File: src/rtl/muldiv_unit_if.sv
// muldiv_unit_if: request, HI/LO move and status signals of the multiply/divide unit
interface muldiv_unit_if;
    logic        start;
    logic [1:0]  op;
    logic [31:0] a;
    logic [31:0] b;
    logic        flush;
    logic        mthi;
    logic        mtlo;
    logic [31:0] wdata;
    logic        busy;
    logic        done;
    logic        div_zero;
    logic [31:0] hi;
    logic [31:0] lo;
    modport master (
        output start, op, a, b, flush, mthi, mtlo, wdata,
        input  busy, done, div_zero, hi, lo
    );
    modport slave (
        input  start, op, a, b, flush, mthi, mtlo, wdata,
        output busy, done, div_zero, hi, lo
    );
endinterface

File: src/rtl/muldiv_unit.sv
// muldiv_unit: iterative 32-cycle MIPS HI/LO multiply/divide unit; define MULDIV_DIV_EN to build the divider
module muldiv_unit (
    input logic          clk,
    input logic          reset,
    muldiv_unit_if.slave bus
);
    typedef enum logic [1:0] {IDLE, RUN, FIX, DONE} state_t;
    state_t      state;
    logic [5:0]  cnt;
    logic [31:0] opb;
    logic [63:0] acc;
    logic        neg_res;
    logic        is_div;
    logic        idle_like;
    logic        accept;
    logic        sgn;
    logic [31:0] abs_a;
    logic [31:0] abs_b;
    logic [32:0] mul_sum;
    logic [63:0] mul_next;
    logic [63:0] prod;
`ifdef MULDIV_DIV_EN
    logic        neg_rem;
    logic        dz;
    logic [32:0] trial;
    logic [63:0] div_next;
    logic [31:0] quot;
    logic [31:0] rem;
`endif

    // operand magnitudes, one shift-add / restoring shift-subtract step, and sign-corrected results
    always_comb begin
        idle_like = state == IDLE || state == DONE;
        accept    = bus.start && !bus.flush && idle_like;
        sgn       = !bus.op[0];
        abs_a     = (sgn && bus.a[31]) ? -bus.a : bus.a;
        abs_b     = (sgn && bus.b[31]) ? -bus.b : bus.b;
        mul_sum   = {1'b0, acc[63:32]} + (acc[0] ? {1'b0, opb} : 33'd0);
        mul_next  = {mul_sum, acc[31:1]};
        prod      = neg_res ? -acc : acc;
`ifdef MULDIV_DIV_EN
        trial     = acc[63:31] - {1'b0, opb};
        div_next  = trial[32] ? {acc[62:0], 1'b0} : {trial[31:0], acc[30:0], 1'b1};
        quot      = dz ? 32'hFFFF_FFFF : (neg_res ? -acc[31:0] : acc[31:0]);
        rem       = neg_rem ? -acc[63:32] : acc[63:32];
`endif
    end

    // control FSM, iteration datapath and architectural HI/LO registers
    always_ff @(posedge clk or posedge reset) begin
        if (reset) begin
            state        <= IDLE;
            cnt          <= '0;
            opb          <= '0;
            acc          <= '0;
            neg_res      <= 1'b0;
            is_div       <= 1'b0;
            bus.hi       <= '0;
            bus.lo       <= '0;
            bus.busy     <= 1'b0;
            bus.done     <= 1'b0;
            bus.div_zero <= 1'b0;
`ifdef MULDIV_DIV_EN
            neg_rem      <= 1'b0;
            dz           <= 1'b0;
`endif
        end else if (bus.flush) begin
            state        <= IDLE;
            cnt          <= '0;
            bus.busy     <= 1'b0;
            bus.done     <= 1'b0;
            bus.div_zero <= 1'b0;
        end else begin
            bus.done     <= 1'b0;
            bus.div_zero <= 1'b0;
            if (idle_like) begin
                state <= IDLE;
                if (bus.mthi) bus.hi <= bus.wdata;
                if (bus.mtlo) bus.lo <= bus.wdata;
            end
            if (accept) begin
                state    <= RUN;
                bus.busy <= 1'b1;
                cnt      <= '0;
                opb      <= abs_b;
                acc      <= {32'd0, abs_a};
                neg_res  <= sgn && (bus.a[31] ^ bus.b[31]);
                is_div   <= bus.op[1];
`ifdef MULDIV_DIV_EN
                neg_rem  <= sgn && bus.a[31];
                dz       <= bus.op[1] && bus.b == 32'd0;
`else
                if (bus.op[1]) begin
                    state    <= FIX;
                    bus.busy <= 1'b0;
                end
`endif
            end
            if (state == RUN) begin
                cnt <= cnt + 6'd1;
`ifdef MULDIV_DIV_EN
                acc <= is_div ? div_next : mul_next;
`else
                acc <= mul_next;
`endif
                if (cnt == 6'd31) state <= FIX;
            end
            if (state == FIX) begin
                state    <= DONE;
                bus.busy <= 1'b0;
                bus.done <= 1'b1;
`ifdef MULDIV_DIV_EN
                bus.div_zero <= dz;
                bus.hi       <= is_div ? rem : prod[63:32];
                bus.lo       <= is_div ? quot : prod[31:0];
`else
                bus.div_zero <= is_div;
                if (!is_div) begin
                    bus.hi <= prod[63:32];
                    bus.lo <= prod[31:0];
                end
`endif
            end
        end
    end
endmodule

File: src/flat_wrapper.sv
// flat-port wrapper written by rule: the top's interface ports become plain ports
module muldiv_unit_flat 
  (clk, reset, bus_start, bus_op, bus_a, bus_b, bus_flush, bus_mthi, bus_mtlo, bus_wdata, bus_busy, bus_done, bus_div_zero, bus_hi, bus_lo);
  muldiv_unit_if bus_i ();
  input logic clk;
  input logic reset;
  input wire logic [$bits(bus_i.start)-1:0] bus_start;
  input wire logic [$bits(bus_i.op)-1:0] bus_op;
  input wire logic [$bits(bus_i.a)-1:0] bus_a;
  input wire logic [$bits(bus_i.b)-1:0] bus_b;
  input wire logic [$bits(bus_i.flush)-1:0] bus_flush;
  input wire logic [$bits(bus_i.mthi)-1:0] bus_mthi;
  input wire logic [$bits(bus_i.mtlo)-1:0] bus_mtlo;
  input wire logic [$bits(bus_i.wdata)-1:0] bus_wdata;
  output wire logic [$bits(bus_i.busy)-1:0] bus_busy;
  output wire logic [$bits(bus_i.done)-1:0] bus_done;
  output wire logic [$bits(bus_i.div_zero)-1:0] bus_div_zero;
  output wire logic [$bits(bus_i.hi)-1:0] bus_hi;
  output wire logic [$bits(bus_i.lo)-1:0] bus_lo;
  assign bus_i.start = bus_start;
  assign bus_i.op = bus_op;
  assign bus_i.a = bus_a;
  assign bus_i.b = bus_b;
  assign bus_i.flush = bus_flush;
  assign bus_i.mthi = bus_mthi;
  assign bus_i.mtlo = bus_mtlo;
  assign bus_i.wdata = bus_wdata;
  assign bus_busy = bus_i.busy;
  assign bus_done = bus_i.done;
  assign bus_div_zero = bus_i.div_zero;
  assign bus_hi = bus_i.hi;
  assign bus_lo = bus_i.lo;
  muldiv_unit u_core (.clk(clk), .reset(reset), .bus(bus_i));
endmodule
File: config.mk
export PLATFORM = sky130hd
export DESIGN_NAME = muldiv_unit_flat
export DESIGN_NICKNAME = d
export VERILOG_FILES = /design/src/rtl/muldiv_unit_if.sv /design/src/rtl/muldiv_unit.sv /design/src/flat_wrapper.sv
export SDC_FILE = /design/constraint.sdc
export NUM_CORES = 1
export LEC_CHECK = 0
export CORE_ASPECT_RATIO = 0.5
export CORE_MARGIN = 2
export CORE_UTILIZATION = 33
export CTS_BUF_LIST = sky130_fd_sc_hd__clkbuf_4
export DETAILED_ROUTE_END_ITERATION = 10
export GPL_ROUTABILITY_DRIVEN = 0
export SLEW_MARGIN = 10
export SYNTH_ARGS = -nofsm -noshare
export SYNTH_HDL_FRONTEND = slang
export SYNTH_SLANG_ARGS = --single-unit
File: constraint.sdc
create_clock -name clk -period 6 [get_ports clk]
set_clock_uncertainty 0.05 [all_clocks]
set_input_delay 0.6 -clock clk [delete_from_list [all_inputs] [get_ports clk]]
set_output_delay 0.6 -clock clk [all_outputs]
set_load 0.02 [all_outputs]
==> Flow_metrics.wiki <==
{| class="wikitable"
! Metric !! Value
|-
| Result of the run || finished clean
|-
| Total congestion overflow || 0
|-
| Post-DP HPWL || 29,500 um
|-
| Final count of hold timing violations || 0
|-
| Type of destination of the critical path || flip-flop
|-
| DRC marker count from the first detailed-route iteration || 979
|-
| Transition time at the pin with the least slew margin || 1.12 ns
|-
| Post-layout total power || 4.32 mW
|-
| Critical register-to-register path endpoint || u_core.acc[29]$_DFFE_PP0P_
|-
| Number of buffers added for setup after CTS || 0
|-
| Setup crit start kind || flip-flop
|-
| Combined area of all synthesized cells || 11,900 sq um
|-
| Seq pwr share || 0.410
|-
| Placed inst area || 14,100 sq um
|-
| Total Routed Length || 39,000 um
|-
| First-pass GRT wire length || 61,200 um
|-
| Worst-path fanout max || 57
|-
| Root buf cell || clkbuf_4
|-
| RSZ-0062 raised after global routing || no
|-
| Part of the Yosys area used for sequential elements || 0.363
|-
| Share of the clock period used by the worst path || 0.578
|-
| Area share of the largest cell type after synthesis || 0.363
|-
| Top area cells in the synthesized netlist || dfrtp_1, o21ai_0, nand2_1
|-
| Net total in the final layout || 1,718
|-
| Pint || 2.50 mW
|-
| Height of the chip || 138 um
|-
| Unique masters post-synth || 67
|-
| Maximum VDD drop || 0.129 mV
|-
| Fraction of layout cells with a size suffix above 1 || 0.0479
|-
| Final Max Tran Viols || 0
|-
| Layout area overhead || 20.9%
|-
| Total negative setup slack || 0 ns
|-
| Total Routing Usage GR || 0.207
|-
| Clock transition time at the flip-flop clock pins of the worst setup and hold paths || 0.15 ns
|-
| Number of sinks on the clock net || 173
|-
| Initial Utilization || 0.333
|-
| Post-synthesis net count || 1,589
|-
| Number of global-route vias before repair || 10,600
|-
| Relative contribution of the clock network to total power || 0.179
|-
| Cells resized by post-CTS repair || 0
|-
| Static leakage || 5.87 nW
|-
| Data required time of the critical path || 6.48 ns
|-
| Worst setup margin || 2.53 ns
|-
| Core box area || 35,700 sq um
|-
| Share of flip-flops with an asynchronous set or reset || 1.00
|-
| CP startpoint || u_core.state[1]$_DFF_PP0_
|-
| F_max || 0.288 GHz
|-
| Sw frac || 0.421
|-
| Reg-to-Reg Start || u_core.state[1]$_DFF_PP0_
|-
| Site row count || 49
|-
| Pre-Repair DR Iteration Count || 7
|-
| Number of buffers created by CTS || 17
|-
| Vias post-DR || 11,100
|-
| Pin count of the biggest net entering global routing || 115
|-
| Flip-flop and latch count after synthesis || 173
|-
| Cell accounting for the most synthesized area || dfrtp_1
|-
| Arrival time at the worst endpoint || 3.95 ns
|-
| Number of H-tree branching levels || 4
|-
| Cell count of the worst reg-to-reg path || 6
|-
| Clock tree from TritonCTS || yes
|-
| Number of buffers added on ports || 170
|-
| Post-Syn Area per Cell || 8.24 sq um
|-
| Worst-case hold slack || 0.336 ns
|-
| Yosys warns || 0
|-
| Time the worst path needs with I/O delays and setup || 3.47 ns
|-
| Most used flip-flop cell after synthesis || dfrtp_1
|-
| Max clock buf depth || 2
|-
| Number of nets with antenna violations after detailed routing || 0
|-
| Sw Pwr || 1.82 mW
|-
| Count of flip-flops with a built-in enable after synthesis || 0
|-
| Ratio of total power to cell area || 300 nW/um^2
|-
| Initial antenna violation count || 3
|-
| Total of endpoints with negative setup slack in the final report || 0
|-
| Drt wl/cell || 18.8 um
|-
| Final Instance Area || 14,400 sq um
|-
| MaxCap Viol Count || 0
|-
| DIE WIDTH || 273 um
|-
| Number of instances in the synthesized netlist || 1,446
|-
| DRC errors left || 0
|-
| Class of the most critical hold timing path || input port to asynchronous set/reset pin
|-
| Number of buffers added to fix hold violations after cts || 0
|-
| Source-to-sink clock delay at the later pin of the worst-skew pair || 0.64 ns
|-
| Dpl ws || 2.24 ns
|-
| Boundary Pins || 171
|-
| R2R setup slack || 2.53 ns
|-
| Capturing element of the worst setup path || u_core.acc[29]$_DFFE_PP0P_
|-
| Comb power frac || 0.411
|-
| Type of the worst setup path || flip-flop to flip-flop
|-
| Number of vias per cell || 5.35
|-
| Area of the die || 37,700 sq um
|-
| Max transition margin || 0.255
|}
## per-stage QoR
step	instances	utilization
6_report	2075	0.403
5_1_grt	2075	0.403
4_1_cts	2072	0.403
3_5_place_dp	2040	0.394
3_3_place_gp	2040	0.394
2_1_floorplan	1446	-
## Yosys cell counts, types with 20 or more instances
master	instances
o31ai_1	34
nand2_1	214
xor2_1	85
and2_1	36
ha_1	38
nand3_1	20
dfrtp_1	173
o21ai_0	185
inv_1	24
xnor2_1	61
a21oi_1	131
nor2_1	97
clkbuf_1	74
nor3_1	20
## state kept, by name (all words and copies together), names as in the netlist, 2 cells and up
| name | flops |
|---|---|
| u_core.acc | 64 |
| u_core.bus.hi | 32 |
| u_core.bus.lo | 32 |
| u_core.cnt | 6 |
| u_core.opb | 32 |
| u_core.state | 2 |
## layout make-up
class                      count  area, sq um
tap                          484          606
inverter                      24         95.1
clock buffer                  17          128
timing repair buffer         186         1830
clock inverter                15          186
fill                        3655        21300
antenna                        3         7.51
sequential                   173         4330
multi-input combinational   1173         7230
## worst min-delay path by stage
stage                                     from                    endpoint  slack (ns)  depth (start not counted)
global placement    u_core.opb[23]$_DFFE_PP0P_  u_core.opb[23]$_DFFE_PP0P_        0.41                          2
finish                                   reset   u_core.acc[7]$_DFFE_PP0P_        0.34                          2
floorplan           u_core.opb[24]$_DFFE_PP0P_  u_core.opb[24]$_DFFE_PP0P_        0.39                          2
CTS                                      reset   u_core.acc[7]$_DFFE_PP0P_        0.31                          2
global route                             reset   u_core.acc[7]$_DFFE_PP0P_        0.35                          2
detailed placement  u_core.opb[26]$_DFFE_PP0P_  u_core.opb[26]$_DFFE_PP0P_        0.41                          2
## critical path: stages, from the launching register on
cell	delay, ns
dfrtp_1	0.41
inv_1	0.06
ha_2	0.87
nor2b_1	0.82
nor2_4	0.40
buf_4	0.36
a221o_1	0.37
## cell families after synthesis
kind of cell,count (synthesis),synth area share
flops,173,0.363
fa+ha+maj,39,0.0416
mux,11,0.00924
buf+inv,100,0.0315
compound gates,485,0.248
xor+xnor,146,0.107
simple gates,492,0.200
## cells in the final DEF (no fill, tap or decap), drive strengths merged, types with 6 or more instances in the layout
master	count
a32oi	15
or2	6
ha	38
mux2i	11
nand3	20
xor2	85
o41ai	16
nor3	22
a21oi	131
or3	9
nand2b	18
o21ai	189
o22ai	9
o21a	8
nor4	21
inv	30
xnor2	61
nor2b	8
o31ai	34
a22oi	19
nand2	215
a31oi	7
dfrtp	173
buf	17
and2	36
clkdlybuf4s50	169
clkbuf	17
nor2	97
a21o	17
or4	13
## power by group through the flow
stage          registers, mW  logic [mW]  clock network [mW]
3_5_place_dp            1.79        1.77                   0
5_1_grt                 1.81        1.95               0.833
2_1_floorplan           1.81       0.992                   0
6_report                1.77        1.78               0.774
3_3_place_gp            1.79        1.77                   0
4_1_cts                 1.77        1.78               0.786
## metal layers
metal / GRT usage / part of all wire / up-vias
li1: - / - / 5459
met1: 0.293 / 0.48 / 5330
met2: 0.324 / 0.46 / 270
met3: 0.0330 / 0.042 / 43
met4: 0.0645 / 0.023 / 0
met5: 0 / 0 / -
Power figures use the tool's default switching activity.
